**src/rtl/dpram_stream_reader_pkg.sv**
```systemverilog
// -----------------------------------------------------------------------------
// dpram_stream_reader_pkg
// Shared definitions for the dual-port RAM stream reader and its skid FIFO:
//   state_t     - reader FSM state encoding (IDLE, RUN, DONE)
//   SKID_DEPTH  - number of words the skid buffer can hold
//   OCC_WIDTH   - width of an occupancy count covering 0..SKID_DEPTH
// -----------------------------------------------------------------------------
package dpram_stream_reader_pkg;

    typedef enum logic [1:0] {
        IDLE = 2'd0,
        RUN  = 2'd1,
        DONE = 2'd2
    } state_t;

    localparam int SKID_DEPTH = 2;
    localparam int OCC_WIDTH  = $clog2(SKID_DEPTH + 1);

endpackage

```
**src/rtl/skid_fifo2.sv**
```systemverilog
// -----------------------------------------------------------------------------
// skid_fifo2
// Two-entry FIFO that absorbs the RAM read latency in front of the output
// stream. Entry 0 is always the head, so the head needs no read mux.
// Ports:
//   clock      in   system clock
//   reset      in   synchronous active-high reset (empties the FIFO)
//   push       in   write push_data this cycle (caller never pushes when full)
//   push_data  in   entry written on push
//   pop        in   remove the head this cycle (ignored when empty)
//   head_data  out  current head entry (meaningful when occupancy != 0)
//   occupancy  out  number of stored entries, 0..SKID_DEPTH
// -----------------------------------------------------------------------------
module skid_fifo2
    import dpram_stream_reader_pkg::*;
#(
    parameter int width = 9
) (
    input  logic                 clock,
    input  logic                 reset,
    input  logic                 push,
    input  logic [width-1:0]     push_data,
    input  logic                 pop,
    output logic [width-1:0]     head_data,
    output logic [OCC_WIDTH-1:0] occupancy
);

    logic [width-1:0]     entry0;
    logic [width-1:0]     entry1;
    logic [OCC_WIDTH-1:0] count;
    logic                 do_pop;

    assign do_pop    = pop && (count != '0);
    assign head_data = entry0;
    assign occupancy = count;

    // NOTE: sequential state is updated with non-blocking assignments so every
    // register samples its inputs as they were before the clock edge.
    always_ff @(posedge clock) begin
        if (reset) begin
            count <= '0;
        end else if (push && !do_pop) begin
            count <= count + OCC_WIDTH'(1);
        end else if (!push && do_pop) begin
            count <= count - OCC_WIDTH'(1);
        end
    end

    // NOTE: the storage entries are deliberately left out of reset; the count
    // alone decides what is valid, so the data registers need no reset net.
    always_ff @(posedge clock) begin
        case ({push, do_pop})
            2'b10: begin
                if (count == '0) entry0 <= push_data;
                else             entry1 <= push_data;
            end
            2'b01: begin
                entry0 <= entry1;
            end
            2'b11: begin
                // Head leaves; the new word lands behind whatever remains.
                if (count == OCC_WIDTH'(1)) begin
                    entry0 <= push_data;
                end else begin
                    entry0 <= entry1;
                    entry1 <= push_data;
                end
            end
            default: ;
        endcase
    end

endmodule

```
**src/rtl/dpram_stream_reader.sv**
```systemverilog
// -----------------------------------------------------------------------------
// dpram_stream_reader
// Read-side master for the dual-port RAM. Turns a (base_addr, length) block
// request into a valid/ready stream with last-word marking, hiding the RAM's
// one-cycle registered read latency behind a 2-entry skid FIFO.
// Ports:
//   clock, reset         system clock, synchronous active-high reset
//   start                request strobe, sampled only in IDLE
//   base_addr, length    block request (length 0..2**addr_width)
//   busy                 high from the cycle after start through the done cycle
//   done                 one-cycle pulse after the last word's handshake
//   ram_address          RAM read-port address
//   ram_enable           RAM read-port enable, high only on an issued read
//   ram_q                RAM read data, valid the cycle after an issued read
//   out_data, out_valid, out_ready, out_last   output stream
// -----------------------------------------------------------------------------
module dpram_stream_reader
    import dpram_stream_reader_pkg::*;
#(
    parameter int addr_width = 8,
    parameter int data_width = 8
) (
    input  logic                  clock,
    input  logic                  reset,
    input  logic                  start,
    input  logic [addr_width-1:0] base_addr,
    input  logic [addr_width:0]   length,
    output logic                  busy,
    output logic                  done,
    output logic [addr_width-1:0] ram_address,
    output logic                  ram_enable,
    input  logic [data_width-1:0] ram_q,
    output logic [data_width-1:0] out_data,
    output logic                  out_valid,
    input  logic                  out_ready,
    output logic                  out_last
);

    state_t                 state;
    state_t                 state_next;
    logic [addr_width-1:0]  addr_cnt;
    logic [addr_width:0]    remaining;
    logic                   in_flight;
    logic                   in_flight_last;
    logic [OCC_WIDTH-1:0]   occupancy;
    logic [data_width:0]    head;
    logic                   pop;
    logic                   issue;
    logic                   drained;
    logic [OCC_WIDTH:0]     slots_used;

    assign pop = out_valid && out_ready;

    // Words already committed to the buffer once this cycle settles: stored
    // plus in flight, minus one if the head leaves on this edge.
    assign slots_used = {1'b0, occupancy}
                      + {{OCC_WIDTH{1'b0}}, in_flight}
                      - {{OCC_WIDTH{1'b0}}, pop};

    assign issue = (state == RUN) && (remaining != '0)
                && (slots_used < (OCC_WIDTH+1)'(SKID_DEPTH));

    // Block is finished once nothing is left to issue and the last stored
    // word leaves on this edge (or already left), so done follows the final
    // handshake directly.
    assign drained = (remaining == '0) && (slots_used == '0);

    always_ff @(posedge clock) begin
        if (reset) state <= IDLE;
        else       state <= state_next;
    end

    // NOTE: every output of this block gets a default first, so no path
    // through the case can leave a signal unassigned and infer a latch.
    always_comb begin
        state_next = state;
        busy       = 1'b0;
        done       = 1'b0;
        case (state)
            IDLE: begin
                if (start) state_next = (length == '0) ? DONE : RUN;
            end
            RUN: begin
                busy = 1'b1;
                if (drained) state_next = DONE;
            end
            DONE: begin
                busy       = 1'b1;
                done       = 1'b1;
                state_next = IDLE;
            end
            default: state_next = IDLE;
        endcase
    end

    always_ff @(posedge clock) begin
        if (reset) begin
            remaining <= '0;
            in_flight <= 1'b0;
        end else begin
            if (state == IDLE && start) remaining <= length;
            else if (issue)             remaining <= remaining - (addr_width+1)'(1);
            in_flight <= issue;
        end
    end

    // Address counter and last tag are always loaded before they are used.
    always_ff @(posedge clock) begin
        if (state == IDLE && start) addr_cnt <= base_addr;
        else if (issue)             addr_cnt <= addr_cnt + addr_width'(1);
        if (issue) in_flight_last <= (remaining == (addr_width+1)'(1));
    end

    assign ram_address = addr_cnt;
    assign ram_enable  = issue;

    skid_fifo2 #(
        .width (data_width + 1)
    ) u_skid (
        .clock     (clock),
        .reset     (reset),
        .push      (in_flight),
        .push_data ({in_flight_last, ram_q}),
        .pop       (pop),
        .head_data (head),
        .occupancy (occupancy)
    );

    assign out_valid = (occupancy != '0);
    assign out_data  = head[data_width-1:0];
    assign out_last  = out_valid && head[data_width];

endmodule

```
**config.mk**
```make
export PLATFORM = sky130hd
export DESIGN_NAME = dpram_stream_reader
export DESIGN_NICKNAME = d
export VERILOG_FILES = /design/src/rtl/dpram_stream_reader_pkg.sv /design/src/rtl/skid_fifo2.sv /design/src/rtl/dpram_stream_reader.sv
export SDC_FILE = /design/constraint.sdc
export NUM_CORES = 1
export LEC_CHECK = 0
export BUFFER_PORTS_ARGS = -buffer_cell sky130_fd_sc_hd__clkbuf_2
export CAP_MARGIN = 25
export CORE_UTILIZATION = 25
export CTS_CLUSTER_SIZE = 24
export DETAILED_ROUTE_END_ITERATION = 10
export HOLD_SLACK_MARGIN = 0.03
export PLACE_DENSITY = 0.49
export SLEW_MARGIN = 40
export SYNTH_ARGS = -nofsm -noshare
export SYNTH_HDL_FRONTEND = slang
export SYNTH_SLANG_ARGS = --single-unit
```
**constraint.sdc**
```tcl
create_clock -name clock -period 6.2 [get_ports clock]
set_input_delay 1.24 -clock clock [delete_from_list [all_inputs] [get_ports clock]]
set_output_delay 1.24 -clock clock [all_outputs]
set_load 0.05 [all_outputs]
```
==> Word-level counts from Yosys, hierarchy flattened <==
Index checks and enable logic that the tools add are counted.
{ "word_totals": {"out_inout_bits": 21, "register_bits": 41, "word_cells": 71, "input_bits": 29} }
{ "op_classes": {"n_mux": 18, "magnitude_cmp": 1, "n_reduce_logical": 26, "eq_ne": 12, "addsub": 6} }
{ "ops": {"columns": ["op", "n"], "rows": [
  ["$mux W9", 6],
  ["$pmux W9 S3", 1],
  ["$logic_not A9 Y1", 2],
  ["$pmux W9 S2", 1],
  ["$mux W8", 2],
  ["$mux W2", 5],
  ["$eq A9 B1 Y1 const B", 1],
  ["$logic_and A1 B1 Y1", 9],
  ["$reduce_bool A9 Y1", 1],
  ["$sub A9 B1 Y9 const B", 1],
  ["$add A8 B1 Y8 const B", 1],
  ["$ne A2 B2 Y1 const B", 4],
  ["$reduce_bool A2 Y1", 4],
  ["$eq A2 B1 Y1 const B", 3],
  ["$eq A2 B2 Y1 const B", 3],
  ["$logic_not A2 Y1", 2],
  ["$pmux W2 S2", 1],
  ["$reduce_and A2 Y1", 2],
  ["$add A2 B1 Y3", 1],
  ["$logic_not A3 Y1", 1],
  ["$lt A3 B2 Y1 const B", 1],
  ["$reduce_and A3 Y1", 1],
  ["$reduce_bool A3 Y1", 1],
  ["$sub A3 B1 Y3", 1],
  ["6 further kinds", 8]
]} }

==> Longest topological paths before layout <==
{ "logic_depth": {"ltp_word": 7, "mapped_depth": 12, "depth_no_buf": 12} }

==> Cells and area by module <==
From an unflattened synthesis, not the netlist that was laid out.
{ "unflattened": {"cells_unflattened": 200, "area_unflattened_um2": 2169.6} }
{ "modules_own_cells": {"columns": ["mod", "seq_area_each_um2", "area_each_um2", "cells_per_inst", "n_inst"], "rows": [
  ["dpram_stream_reader", 510.5, 1288.7, 139, 1],
  ["skid_fifo2", 580.6, 880.8, 61, 1]
]} }

==> Least setup slack after synthesis <==
Ideal clock, no wire load.
{ "synth_path": {"kind": "input port to output port", "startpoint": "input out_ready", "endpoint": "output ram_enable", "arrival_ns": 3.122, "setup_slack_ns": 1.838, "n_path_buf": 0, "path_stages": 10, "required_ns": 4.960, "path_cell_list": "nor2b_1 > ha_1 > inv_1 > ha_1 > inv_1 > fa_1 > xor2_1 > nor2_1 > nand2_1 > inv_1"} }
{ "synth_via": {"elab_chain_len": 4} }
{ "synth_lines": {"columns": ["element", "line", "text"], "rows": [
  ["start, declared", "dpram_stream_reader.sv:35", "input logic out_ready,"],
  ["$logic_and A1 B1 Y1", "dpram_stream_reader.sv:52", "assign pop = out_valid && out_ready;"],
  ["$sub A3 B1 Y3", "dpram_stream_reader.sv:58", "- {{OCC_WIDTH{1'b0}}, pop};"],
  ["$lt A3 B2 Y1", "dpram_stream_reader.sv:61", "&& (slots_used < (OCC_WIDTH+1)'(SKID_DEPTH));"],
  ["$logic_and A1 B1 Y1", "dpram_stream_reader.sv:61", null],
  ["end, declared", "dpram_stream_reader.sv:31", "output logic ram_enable,"]
]} }
Every way passes these cells.

==> Worst setup path in the final report <==
Ends and elaborated chain as after synthesis.

==> impl_metrics.csv <==
group,metric,value,unit
yosys,ys.flop_type,"edfxtp_1",
place,place_congestion,0.746,
timing,slew_viol_final,0,
place,place_ws,1.51,ns
timing,setup_tns,0,ns
cells_and_area,layout_common_cells,"clkbuf_2 (49), nand2_1 (33), edfxtp_1 (27)",
cells_and_area,antenna_cells,0,
floorplanning,rows,35,
timing,fmax,213,MHz
yosys,syn_area_per_cell,10.0,sq um
floorplanning,die-area,0.0101,sq mm
clock_tree,post_cts_resized,0,
timing,setup_slack,1.50,ns
clock_tree,clockRootBuffer,"clkbuf_8",
setup_path,cp_common_cell,"inv_1",
detailed_routing,first_iter_violations,67,
detailed_routing,num_vias,1886,
yosys,yosysUniqueCellTypes,49,
clock_tree,clockBufferDepth,2,
setup_path,setup.worst_path.start_class,"input port",
yosys,ys_async_sr_fraction,0,
clock_tree,path_clk_slew,0.08,ns
timing,rsz0062_at_grt,"false",
setup_path,critPathMaxStageDelay,0.56,ns
yosys,syn_inst,243,
clock_tree,htree_levels,2,
cells_and_area,final_util,0.306,
timing,finalClockSkew,0.00864,ns
global_routing,grt_pass1_wl,8650,um
place,placed_cells,405,
yosys,yosysSeqAreaShare,0.449,
detailed_routing,dr.pass1.iters,4,
clock_tree,cts_tree,"built",
floorplanning,ios,50,
timing,min_period_over_period,0.759,
setup_path,worst-r2r-setup-slack,2.93,ns
yosys,synth_area,0.00243,sq mm
setup_path,slowest_stage,"fa_1",
yosys,ys_ff_latch,41,
power_and_ir_drop,p_per_area,507,mW/mm^2
floorplanning,die_h,101,um
cells_and_area,layout_commonest_cell,"clkbuf_2",
clock_tree,cts_hold_buf,0,
place,dp_hpwl,3890,um
job,cap_viol_max_count,0,
timing,slew_headroom,0.521,
cells_and_area,area_growth,17.4,%
clock_tree,postCtsSetupBuffers,0,
timing,finalSetupViolCount,0,
status,status,"completed",
global_routing,grt_max_degree,20,
floorplanning,dieWidth,101,um
setup_path,cp-end-kind,"output port",
power_and_ir_drop,leakagePower,1.15,nW
clock_tree,cts_num_sinks,41,
floorplanning,core,0.00933,sq mm
setup_path,path_cells,"clkbuf_2, nor2b_1, ha_1, inv_1, ha_1, inv_1, fa_1, nand2_1, nor2_1, nand2_1, inv_1, clkbuf_2",
timing,hold_viol,0,
yosys,synth-edff-count,27,
cells_and_area,fillers,994,
detailed_routing,ant_nets,0,
setup_path,arrival,3.46,ns
timing,tightest_slew,0.711,ns
clock_tree,numCtsBuffers,5,
detailed_routing,drc,0,
setup_path,path_class,"in -> out",
yosys,yosys_warnings,0,
global_routing,grt_use_total,0.109,
setup_path,crit_fanout,4,
place,io_buffers,49,
global_routing,grt_pass1_vias,1833,
floorplanning,start_util,0.261,
detailed_routing,vias_per_cell,4.57,
clock_tree,clock_latency,0.29,ns
timing,final.min_clock_period,4.70,ns
detailed_routing,wl,5290,um
global_routing,antenna_found_initial,0,
cells_and_area,nNetsFinal,326,
power_and_ir_drop,total_power,1.45,mW
yosys,synth_fp_nets,286,
cells_and_area,drive_gt1_frac,0.271,
detailed_routing,wl_per_cell,12.8,um
cells_and_area,final_cell_count_no_fill,413,
worst_hold_path,min_path_type,"reg -> reg",
setup_path,worstPathRequired,4.96,ns
power_and_ir_drop,max-vdd-ir-drop,0.000225,V
global_routing,overflow,0,
==> worst paths after layout <==
check                                    startpoint                to  cells past startpoint
worst max-delay path                      out_ready        ram_enable                     12
worst min-delay path                 in_flight_last  u_skid.entry1[8]                      0
worst max register to register  u_skid.occupancy[1]    ram_address[6]                     12
worst min register to register       in_flight_last  u_skid.entry1[8]                      0
==> critical path: cells and delay by family <==
family,cells,cell delay (ns)
fa+ha+maj,3,0.94
simple gates,4,0.71
buf+inv,5,0.57
==> layer usage <==
metal | share of wire | GRT usage
met1 | 0.48 | 0.137
met2 | 0.47 | 0.192
met3 | 0.042 | 0.0243
met4 | 0.0089 | 0.0234
met5 | 0 | 0
==> synth_stat cells (2+ instances only) <==
master | count | area [sq um]
a211oi_1 | 2 | 15.0
a21oi_1 | 4 | 20.0
a22oi_1 | 9 | 67.6
a311oi_1 | 5 | 43.8
and2_1 | 2 | 12.5
and3_1 | 2 | 12.5
buf_4 | 8 | 60.1
clkbuf_1 | 8 | 30.0
dfxtp_1 | 14 | 280
edfxtp_1 | 27 | 811
ha_1 | 13 | 163
inv_1 | 14 | 52.6
mux2_2 | 9 | 101
mux2i_1 | 3 | 30.0
nand2_1 | 33 | 124
nand3_1 | 6 | 30.0
nand3b_1 | 3 | 22.5
nand4_1 | 3 | 18.8
nand4b_1 | 2 | 17.5
nor2_1 | 20 | 75.1
nor2b_1 | 5 | 31.3
nor3_1 | 2 | 10.0
nor3b_1 | 2 | 15.0
o21ai_0 | 8 | 40.0
o31ai_1 | 2 | 15.0
o41ai_1 | 3 | 26.3
or2_2 | 2 | 12.5
or3_1 | 2 | 12.5
or4_1 | 3 | 22.5
xor2_1 | 8 | 70.1
==> power by group <==
group          internal, mW  switching (mW)  total (mW)  leakage, nW
Combinational         0.223           0.507       0.730        0.726
Clock                 0.120          0.0975       0.217       0.0552
Sequential            0.424          0.0777       0.501        0.367
Total                 0.766           0.682        1.45         1.15
==> cell families (layout without fill, tap and decap cells) <==
family / count (synthesis) / count (layout) / synth area share
multiplexers: 12 / 12 / 0.0540
AO/OA/AOI/OAI: 38 / 38 / 0.111
AND/OR/NAND/NOR: 97 / 97 / 0.208
XOR/XNOR: 10 / 10 / 0.0391
buffers and inverters: 31 / 72 / 0.0633
adder cells (fa/ha/maj): 14 / 14 / 0.0751
flip-flops: 41 / 41 / 0.449
==> area by class of cell <==
cell class,instances,area (sq um),area share
clock buffer,6,72.6,0.0254
sequential,41,1090,0.382
timing repair buffer,50,253,0.0885
tap,129,161,0.0565
inverter,14,52.6,0.0184
multi-input combinational,171,1190,0.417
clock inverter,2,35.0,0.0123
==> sequential cells by signal, indices dropped and copies added (netlist names) <==
signal / cells
in_flight: 1
in_flight_last: 1
ram_address: 8
remaining: 9
state: 2
u_skid.entry1: 9
u_skid.head_data: 9
u_skid.occupancy: 2
==> stage by stage <==
step,cell area [sq um],hold slack (ns)
floorplan,2430,0.445
global placement,2740,0.464
detailed placement,2750,0.478
CTS,2860,0.502
global route,2860,0.518
finish,2860,0.494
No activity file was read; power rests on OpenSTA's default activity.
